File: config.mk
export PLATFORM = sky130hd
export DESIGN_NAME = psum_binarizer
export DESIGN_NICKNAME = d
export VERILOG_FILES = /design/src/rtl/psum_binarizer_pkg.sv /design/src/rtl/psum_binarizer_bit_packer.sv /design/src/rtl/psum_binarizer.sv
export SDC_FILE = /design/constraint.sdc
export NUM_CORES = 1
export LEC_CHECK = 0
export CORE_ASPECT_RATIO = 1.1
export CORE_MARGIN = 5
export CORE_UTILIZATION = 51
export CTS_BUF_LIST = sky130_fd_sc_hd__clkbuf_4 sky130_fd_sc_hd__clkbuf_8 sky130_fd_sc_hd__clkbuf_16
export CTS_CLUSTER_DIAMETER = 30
export DETAILED_ROUTE_END_ITERATION = 7
export PLACE_DENSITY = 0.77
export SYNTH_ARGS = -nofsm -noshare
export SYNTH_HDL_FRONTEND = slang
export SYNTH_HIERARCHICAL = 1
export SYNTH_SLANG_ARGS = --single-unit
export TNS_END_PERCENT = 10
File: constraint.sdc
create_clock -name clk_in -period 4.11 [get_ports clk_in]
set_clock_uncertainty 0.15 [all_clocks]
set_input_delay 0.822 -clock clk_in [delete_from_list [all_inputs] [get_ports clk_in]]
set_output_delay 0.822 -clock clk_in [all_outputs]
set_load 0.05 [all_outputs]
File: src/rtl/psum_binarizer_pkg.sv
// Shared definitions for the psum binarizer slice: default widths, the PE
// activation slice width, packer state encoding and the saturating add helper.
package psum_binarizer_pkg;

    localparam int PSUM_W = 14;
    localparam int ACC_W  = 18;
    localparam int PACK_W = 27;

    // Encoding is {pending, output_full}.
    typedef enum logic [1:0] {
        EMPTY        = 2'b00,
        FULL         = 2'b01,
        FULL_PENDING = 2'b11
    } pack_state_t;

    // Signed add clipped to the limits of a w-bit two's-complement value.
    function automatic logic signed [63:0] sat_add(input logic signed [63:0] a,
                                                    input logic signed [63:0] b,
                                                    input int                 w);
        logic signed [63:0] hi;
        logic signed [63:0] lo;
        logic signed [63:0] s;
        hi = (64'sd1 <<< (w - 1)) - 64'sd1;
        lo = -hi - 64'sd1;
        s  = a + b;
        if (s > hi) begin
            s = hi;
        end else if (s < lo) begin
            s = lo;
        end
        return s;
    endfunction

endpackage

File: src/rtl/psum_binarizer_bit_packer.sv
// Packs binarized neuron bits MSB-first into PACK-bit words and holds up to one
// extra complete word while the output register waits on the consumer.
module bit_packer
    import psum_binarizer_pkg::*;
#(
    parameter int PACK = PACK_W
) (
    input  logic            clk_in,
    input  logic            rst_in,
    input  logic            bit_in,
    input  logic            bit_valid,
    output logic            bit_ready,
    output logic [PACK-1:0] act_out,
    output logic            act_valid_out,
    input  logic            act_ready_in
);

    // state        | meaning
    // EMPTY        | output register holds no word
    // FULL         | output register valid, pack register filling
    // FULL_PENDING | output valid and a finished word waits in the pack register

    localparam int BCW = $clog2(PACK);
    localparam logic [BCW-1:0] LAST_BIT = BCW'(PACK - 1);

    pack_state_t     state;
    pack_state_t     state_next;
    logic [PACK-1:0] shift_reg;
    logic [PACK-1:0] new_word;
    logic [BCW-1:0]  bit_cnt;
    logic            word_done;
    logic            drain;
    logic            pending;

    assign new_word  = {shift_reg[PACK-2:0], bit_in};
    assign word_done = bit_valid && (bit_cnt == LAST_BIT);
    assign drain     = act_valid_out && act_ready_in;

    always_ff @(posedge clk_in) begin
        if (rst_in) begin
            state <= EMPTY;
        end else begin
            state <= state_next;
        end
    end

    always_comb begin
        state_next = state;
        unique case (state)
            EMPTY: begin
                if (word_done) state_next = FULL;
            end
            FULL: begin
                if (word_done && !drain) begin
                    state_next = FULL_PENDING;
                end else if (!word_done && drain) begin
                    state_next = EMPTY;
                end
            end
            FULL_PENDING: begin
                if (drain) state_next = FULL;
            end
            default: state_next = EMPTY;
        endcase
    end

    always_comb begin
        act_valid_out = (state != EMPTY);
        pending       = (state == FULL_PENDING);
        bit_ready     = !pending;
    end

    always_ff @(posedge clk_in) begin
        if (rst_in) begin
            shift_reg <= '0;
            bit_cnt   <= '0;
            act_out   <= '0;
        end else begin
            if (bit_valid) begin
                shift_reg <= new_word;
                bit_cnt   <= word_done ? '0 : bit_cnt + 1'b1;
            end
            // A finished word bypasses the pack register when the output frees up this edge.
            if (word_done && (state == EMPTY || drain)) begin
                act_out <= new_word;
            end else if (pending && drain) begin
                act_out <= shift_reg;
            end
        end
    end

endmodule

File: src/rtl/psum_binarizer.sv
// Accumulates PASSES partial sums per neuron, sign-binarizes against a threshold
// and streams packed activation words. Define PSUM_SATURATE_EN for a saturating accumulator.
module psum_binarizer
    import psum_binarizer_pkg::*;
#(
    parameter int WIDTH     = PSUM_W,
    parameter int ACC_WIDTH = ACC_W,
    parameter int PASSES    = 4,
    parameter int PACK      = PACK_W
) (
    input  logic                        clk_in,
    input  logic                        rst_in,
    input  logic signed [WIDTH-1:0]     psum_in,
    input  logic                        psum_valid_in,
    output logic                        psum_ready_out,
    input  logic signed [ACC_WIDTH-1:0] threshold_in,
    output logic [PACK-1:0]             act_out,
    output logic                        act_valid_out,
    input  logic                        act_ready_in
);

    localparam int PCW = (PASSES > 1) ? $clog2(PASSES) : 1;
    localparam logic [PCW-1:0] LAST_PASS = PCW'(PASSES - 1);

    logic signed [ACC_WIDTH-1:0] acc;
    logic signed [ACC_WIDTH-1:0] acc_base;
    logic signed [ACC_WIDTH-1:0] psum_ext;
    logic signed [ACC_WIDTH-1:0] sum;
    logic [PCW-1:0]              pass_cnt;
    logic                        psum_fire;
    logic                        bit_valid;
    logic                        act_bit;

    assign psum_fire = psum_valid_in && psum_ready_out;
    assign psum_ext  = ACC_WIDTH'(psum_in);
    // Pass 0 starts a fresh neuron, so the stale accumulator is ignored.
    assign acc_base  = (pass_cnt == '0) ? '0 : acc;

`ifdef PSUM_SATURATE_EN
    logic signed [63:0] sum_wide;
    assign sum_wide = sat_add(64'(acc_base), 64'(psum_ext), ACC_WIDTH);
    assign sum      = ACC_WIDTH'(sum_wide);
`else
    assign sum = acc_base + psum_ext;
`endif

    assign bit_valid = psum_fire && (pass_cnt == LAST_PASS);
    assign act_bit   = (sum >= threshold_in);

    always_ff @(posedge clk_in) begin
        if (rst_in) begin
            acc      <= '0;
            pass_cnt <= '0;
        end else if (psum_fire) begin
            acc      <= sum;
            pass_cnt <= (pass_cnt == LAST_PASS) ? '0 : pass_cnt + 1'b1;
        end
    end

    bit_packer #(
        .PACK(PACK)
    ) u_packer (
        .clk_in       (clk_in),
        .rst_in       (rst_in),
        .bit_in       (act_bit),
        .bit_valid    (bit_valid),
        .bit_ready    (psum_ready_out),
        .act_out      (act_out),
        .act_valid_out(act_valid_out),
        .act_ready_in (act_ready_in)
    );

endmodule
Word-level counts from Yosys, hierarchy flattened
Cells that the tools add are included.
Widths: inputs -> output; s select.
- register bits: 81
- equality and inequality tests: 7
- multiplexer cells: 10
- add/sub/neg operators: 3
- reductions and logical operators: 17
- $lt $le $gt $ge: 1
- operators by type and width (kind ; count):
    $mux 27 ; 2
    $add 18x14->18 ; 1
    $ge 18x18->1 ; 1
    $mux 18 ; 1
    $mux 2 ; 5
    $logic_and 1x1->1 ; 8
    $pmux 2 s3 ; 1
    $add 5x1->5 const B ; 1
    $eq 5x5->1 const B ; 1
    $mux 5 ; 1
    $eq 2x2->1 const B ; 2
    $logic_not 2->1 ; 2
    $ne 2x1->1 const B ; 2
    $reduce_bool 2->1 ; 2
    $logic_not 1->1 ; 3
    $ne 3x1->1 const B ; 1
    $reduce_and 3->1 ; 1
    $add 2x1->2 const B ; 1
    $eq 2x1->1 const B ; 1
    $logic_or 1x1->1 ; 1

Longest topological paths before layout
Gate-level depths: netlist (run 1).
- word-level depth: 10
- mapped depth: 21
- mapped depth without buffers: 20

Modules after synthesis
Netlist (run 1), hierarchy kept.
- by module, submodules not included (module ; area each (sq um) ; cells an instance ; sequential area each (sq um) ; instances):
    bit_packer ; 2768.9 ; 286 ; 1221.2 ; 1
    psum_binarizer ; 2349.8 ; 312 ; 400.4 ; 1

Worst setup path after synthesis (run 1)
No wires, ideal clock.
- path type: reg-to-reg
- start: register pass_cnt[0]
- end: register u_packer.act_out[0]
- data required time: 3.871 ns
- setup time: 0.089 ns
- path slack: -0.195 ns
- arrival time: 4.067 ns
- cell stages (with the launch flop): 19
- path buffers: 2
- clock period less this slack: 4.305 ns
- path through: dfxtp_1 > inv_1 > ha_1 > clkbuf_1 > nor2b_1 > ha_1 > a21o_1 > a31oi_2 > a21boi_2 > a311o_1 > buf_6 > a31oi_1 > xnor2_1 > ha_1 > nand4_1 > or4b_2 > o31ai_1 > nor2_1 > a311oi_2
- cells in the longest elaborated chain, start to end: 5
- elaborated cells on any way between the ends: 10
- ends and longest elaborated chain (element ; RTL line ; RTL):
    start: declaration ; psum_binarizer.sv:29 ; logic [PCW-1:0] pass_cnt;
    start signal: assignment ; psum_binarizer.sv:56 ; pass_cnt <= (pass_cnt == LAST_PASS) ? '0 : pass_cnt + 1'b1;
    $logic_not 2->1 ; psum_binarizer.sv:37 ; assign acc_base = (pass_cnt == '0) ? '0 : acc;
    $mux 18 ; psum_binarizer.sv:37 ;
    $add 18x14->18 ; psum_binarizer.sv:44 ; assign sum = acc_base + psum_ext;
    named net sum[15] ; psum_binarizer.sv:28 ; logic signed [ACC_WIDTH-1:0] sum;
    $ge 18x18->1 ; psum_binarizer.sv:48 ; assign act_bit = (sum >= threshold_in);
    named net act_bit ; psum_binarizer.sv:32 ; logic act_bit;
    $mux 27 ; psum_binarizer_bit_packer.sv:84 ; if (word_done && (state == EMPTY || drain)) begin
    end signal: assignment ; psum_binarizer_bit_packer.sv:85 ; act_out <= new_word;
    end signal: assignment ; psum_binarizer_bit_packer.sv:87 ; act_out <= shift_reg;
    end: declaration ; psum_binarizer_bit_packer.sv:13 ; output logic [PACK-1:0] act_out,
The timed path passes the listed nets, and every way through them passes these cells.
A chain may end at the register's enable or synchronous reset.

Worst setup path after layout (run 1)
- start: input psum_in[5]
- end: register u_packer.act_out[0]
- cells in the longest elaborated chain, start to end: 3
- ends and longest elaborated chain (element ; RTL line ; RTL):
    start: declaration ; psum_binarizer.sv:13 ; input logic signed [WIDTH-1:0] psum_in,
    $add 18x14->18 ; psum_binarizer.sv:44 ;
    named net sum[15] ; psum_binarizer.sv:28 ;
    $ge 18x18->1 ; psum_binarizer.sv:48 ;
    named net act_bit ; psum_binarizer.sv:32 ;
    $mux 27 ; psum_binarizer_bit_packer.sv:84 ;
The timed path passes the listed nets, and every way through them passes these cells.

==> impl_metrics.json, run 1 <==
{
  "drtPass1Iterations": 4,
  "setup_ws_ns": 0.0442,
  "dpl_worst_slack_ns": -0.706,
  "crit_slowest_cell": "or4b_4",
  "synth_compound_area_share_pct": 20.0,
  "synth_fp_nets": 679,
  "cp.arrival_ns": 4.16,
  "drtIter0Drc": 257,
  "crit_required_ns": 4.21,
  "clkLatencyLatePin_ns": 0.35,
  "path_max_fanout": 4,
  "postSynthCellCount": 598,
  "final.period_utilization_pct": 98.9,
  "grt_max_degree": 49,
  "rows": 38,
  "synth.area.top_cells": "dfxtp_1 (32%), ha_1 (11%), a311oi_2 (7.9%)",
  "ys_warn_count": 6,
  "max_slew_margin_pct": 43.0,
  "critPathTopFamily": "compound AO/OA/AOI/OAI gates",
  "stdcell_area_um2": 6780,
  "rsz0062_at_grt": "yes",
  "via_count": 4638,
  "grt_overflow": 0,
  "synthToLayoutAreaGrowth_pct": 32.4,
  "crit_path_end_kind": "register",
  "placed_area_um2": 6120,
  "p_per_area_nw_per_um2": 282,
  "routedWlPerCell_um": 15.6,
  "htreeDepth": 3,
  "core_um2": 9840,
  "place_congestion": 0.929,
  "ant_nets": 0,
  "synth_ff_type": "dfxtp_1",
  "drv_cap": 0,
  "path_buf_inv": 2,
  "viasPerCell": 5.62,
  "vdd_drop_max_mv": 0.170,
  "cts_sinks": 81,
  "drt_wl_total_mm": 12.8,
  "synthesis.area_um2": 5120,
  "cp_cell_sequence": "clkdlybuf4s50_1 -> ha_4 -> buf_4 -> a21boi_2 -> a311o_1 -> a31oi_1 -> xnor2_1 -> ha_1 -> nand4_1 -> or4b_4 -> o31ai_4 -> nor2_2 -> a311oi_2",
  "path_clk_slew_ns": 0.09,
  "synth.distinct_cells": 62,
  "seq_area_frac_synth_pct": 31.7,
  "antenna_found_initial": 0,
  "finalSetupTns_ns": 0,
  "leakagePower_nw": 2.76,
  "max_slew.worst_pin.slew_ns": 0.855,
  "cts_tree": "built",
  "clock-root-buffer": "clkbuf_8",
  "die_y_um": 115,
  "finalPower_w": 0.00191,
  "crit_path_max_incr_delay_ns": 0.56,
  "cts-buffers-inserted": 9,
  "async_reset_ff_share_pct": 0,
  "drive_gt1_share_pct": 24.0,
  "cts_hold_buf": 0,
  "die_area_um2": 12100,
  "synth_top_area_share_pct": 31.7,
  "gr-usage-all-layers_pct": 19.9,
  "grt_pass1_wl_mm": 20.3,
  "portBuffers": 64,
  "synth_top_area_cell": "dfxtp_1",
  "status": "complete, no violations",
  "worstSetupStartpointType": "input port",
  "io_pins": 65,
  "synth-simple-area-share_pct": 21.7,
  "ys_ff_latch": 81,
  "synth-edff-count": 0,
  "synth_mux_area_share_pct": 5.89,
  "cts_max_path_buffers": 2,
  "synth_xor_area_share_pct": 3.25,
  "critical_path_class": "in2reg",
  "route.detailed.drc": 0,
  "grt_pass1_vias": 4546,
  "synth.avg_cell_area_um2": 8.56,
  "synth_top_family_by_area": "simple AND/OR/NAND/NOR gates",
  "finalHoldViolations": 0,
  "finalSetupViolCount": 0,
  "diodes": 0,
  "min_path_type": "reg2reg",
  "hpwl_mm": 8.70,
  "fin_hold_ws_ns": 0.311,
  "min_period_ns": 4.07,
  "start_util_pct": 52.0,
  "finalMaxSlewViolations": 0,
  "synth-adder-area-share_pct": 11.1,
  "die_width_um": 106,
  "nets": 781,
  "n_fill_cell": 717,
  "max_freq_mhz": 246
}
## worst paths after layout
| check | from | end | slack, ns | cells past startpoint |
|---|---|---|---|---|
| min | acc[3] | acc[3] | 0.31 | 2 |
| max | psum_in[5] | u_packer/act_out[0] | 0.04 | 13 |
| max reg2reg | pass_cnt[0] | u_packer/act_out[0] | 0.06 | 18 |
| min reg2reg | acc[3] | acc[3] | 0.31 | 2 |
## metrics by stage
| stage | std cells | utilization (%) |
|---|---|---|
| floorplan | 598 | - |
| global placement | 799 | 62.1 |
| detailed placement | 799 | 62.1 |
| CTS | 817 | 65.1 |
| global route | 825 | 68.8 |
| finish | 825 | 68.8 |
## final cells by class
type | instances | area [µm²] | share of cell area, %
Multi-Input combinational cell | 448 | 3490 | 51.6
Inverter | 32 | 120 | 1.77
Tap cell | 120 | 150 | 2.22
Clock inverter | 6 | 97.6 | 1.44
Clock buffer | 10 | 138 | 2.03
Sequential cell | 81 | 1620 | 24.0
Timing Repair Buffer | 128 | 1150 | 17.0
## per-layer routing
metal | track usage [%] | wire length (µm) | up-vias
met5 | 0 | 0 | -
met4 | 6.82 | 255 | 0
met3 | 2.70 | 576 | 27
met2 | 35.7 | 6440 | 122
met1 | 24.6 | 5560 | 2192
li1 | - | - | 2297
## power breakdown
part	total [W]	switching (W)	internal [W]
logic	0.000417	0.000205	0.000212
clock network	0.000681	0.000312	0.000369
registers	0.000811	0.00000921	0.000802
## layout by cell type (no fill, tap or decap), types with 6 or more instances in the layout
cell | Yosys | routed
o21ai_0 | 14 | 11
nand2b_1 | 7 | 6
xor2_1 | 10 | 10
clkbuf_8 | 0 | 10
nand2_1 | 86 | 85
mux2i_1 | 29 | 29
inv_1 | 32 | 28
clkdlybuf4s50_1 | 0 | 54
dlymetal6s2s_1 | 0 | 9
a21oi_1 | 31 | 26
a311oi_2 | 27 | 27
nor2b_1 | 21 | 10
nor3_1 | 11 | 10
buf_4 | 1 | 62
nand4_1 | 8 | 8
ha_4 | 0 | 12
nor2_1 | 67 | 66
xnor2_1 | 9 | 9
a21o_1 | 10 | 10
ha_1 | 44 | 30
nor2b_4 | 0 | 7
nand3b_1 | 6 | 6
dfxtp_1 | 81 | 80
## kinds of logic after synthesis
| logic type | Yosys count |
|---|---|
| muxes | 30 |
| and+or+nand+nor | 234 |
| DFF | 81 |
| buffers and inverters | 69 |
| xor gates and xnor gates | 19 |
| adders and majority gates | 45 |
| AOI/OAI and AO/OA | 120 |
## synthesized netlist by cell type (5+ instances only)
master    count
mux2i_1      29
buf_6         5
clkbuf_1     17
nand4_1       8
a21o_1       10
xnor2_1       9
o21ai_0      14
nand3b_1      6
nor2b_1      21
nand2b_1      7
inv_1        32
buf_2         8
dfxtp_1      81
ha_1         44
a311oi_2     27
a21oi_1      31
nand2_1      86
xor2_1       10
nor3_1       11
nor2_1       67
## worst register-to-register path: stages (launching register included)
cell and delay (ns):
dfxtp_2 0.33, inv_2 0.05, ha_4 0.21, buf_6 0.15
nor2b_4 0.04, ha_2 0.19, buf_4 0.13, a21o_1 0.18
nand4_1 0.15, a21boi_2 0.09, a311o_1 0.36, a31oi_1 0.22
xnor2_1 0.13, ha_1 0.31, nand4_1 0.11, or4b_4 0.56
o31ai_4 0.26, nor2_2 0.07, a311oi_2 0.27
## repair_timing
action | CTS | global route
pin swaps | 6 | 27
buffers inserted | 2 | 8
setup endpoints to repair | 2 | 2
resized for setup | 12 | 65
gates cloned | 0 | 0
Note: power is estimated with default switching activity, not from simulation.
==> run 2: changes to the inputs <==
- CTS_CLUSTER_DIAMETER: 30 -> default
==> results of run 2 <==
The final DEF is identical to that of run 1; final timing and power are the same.
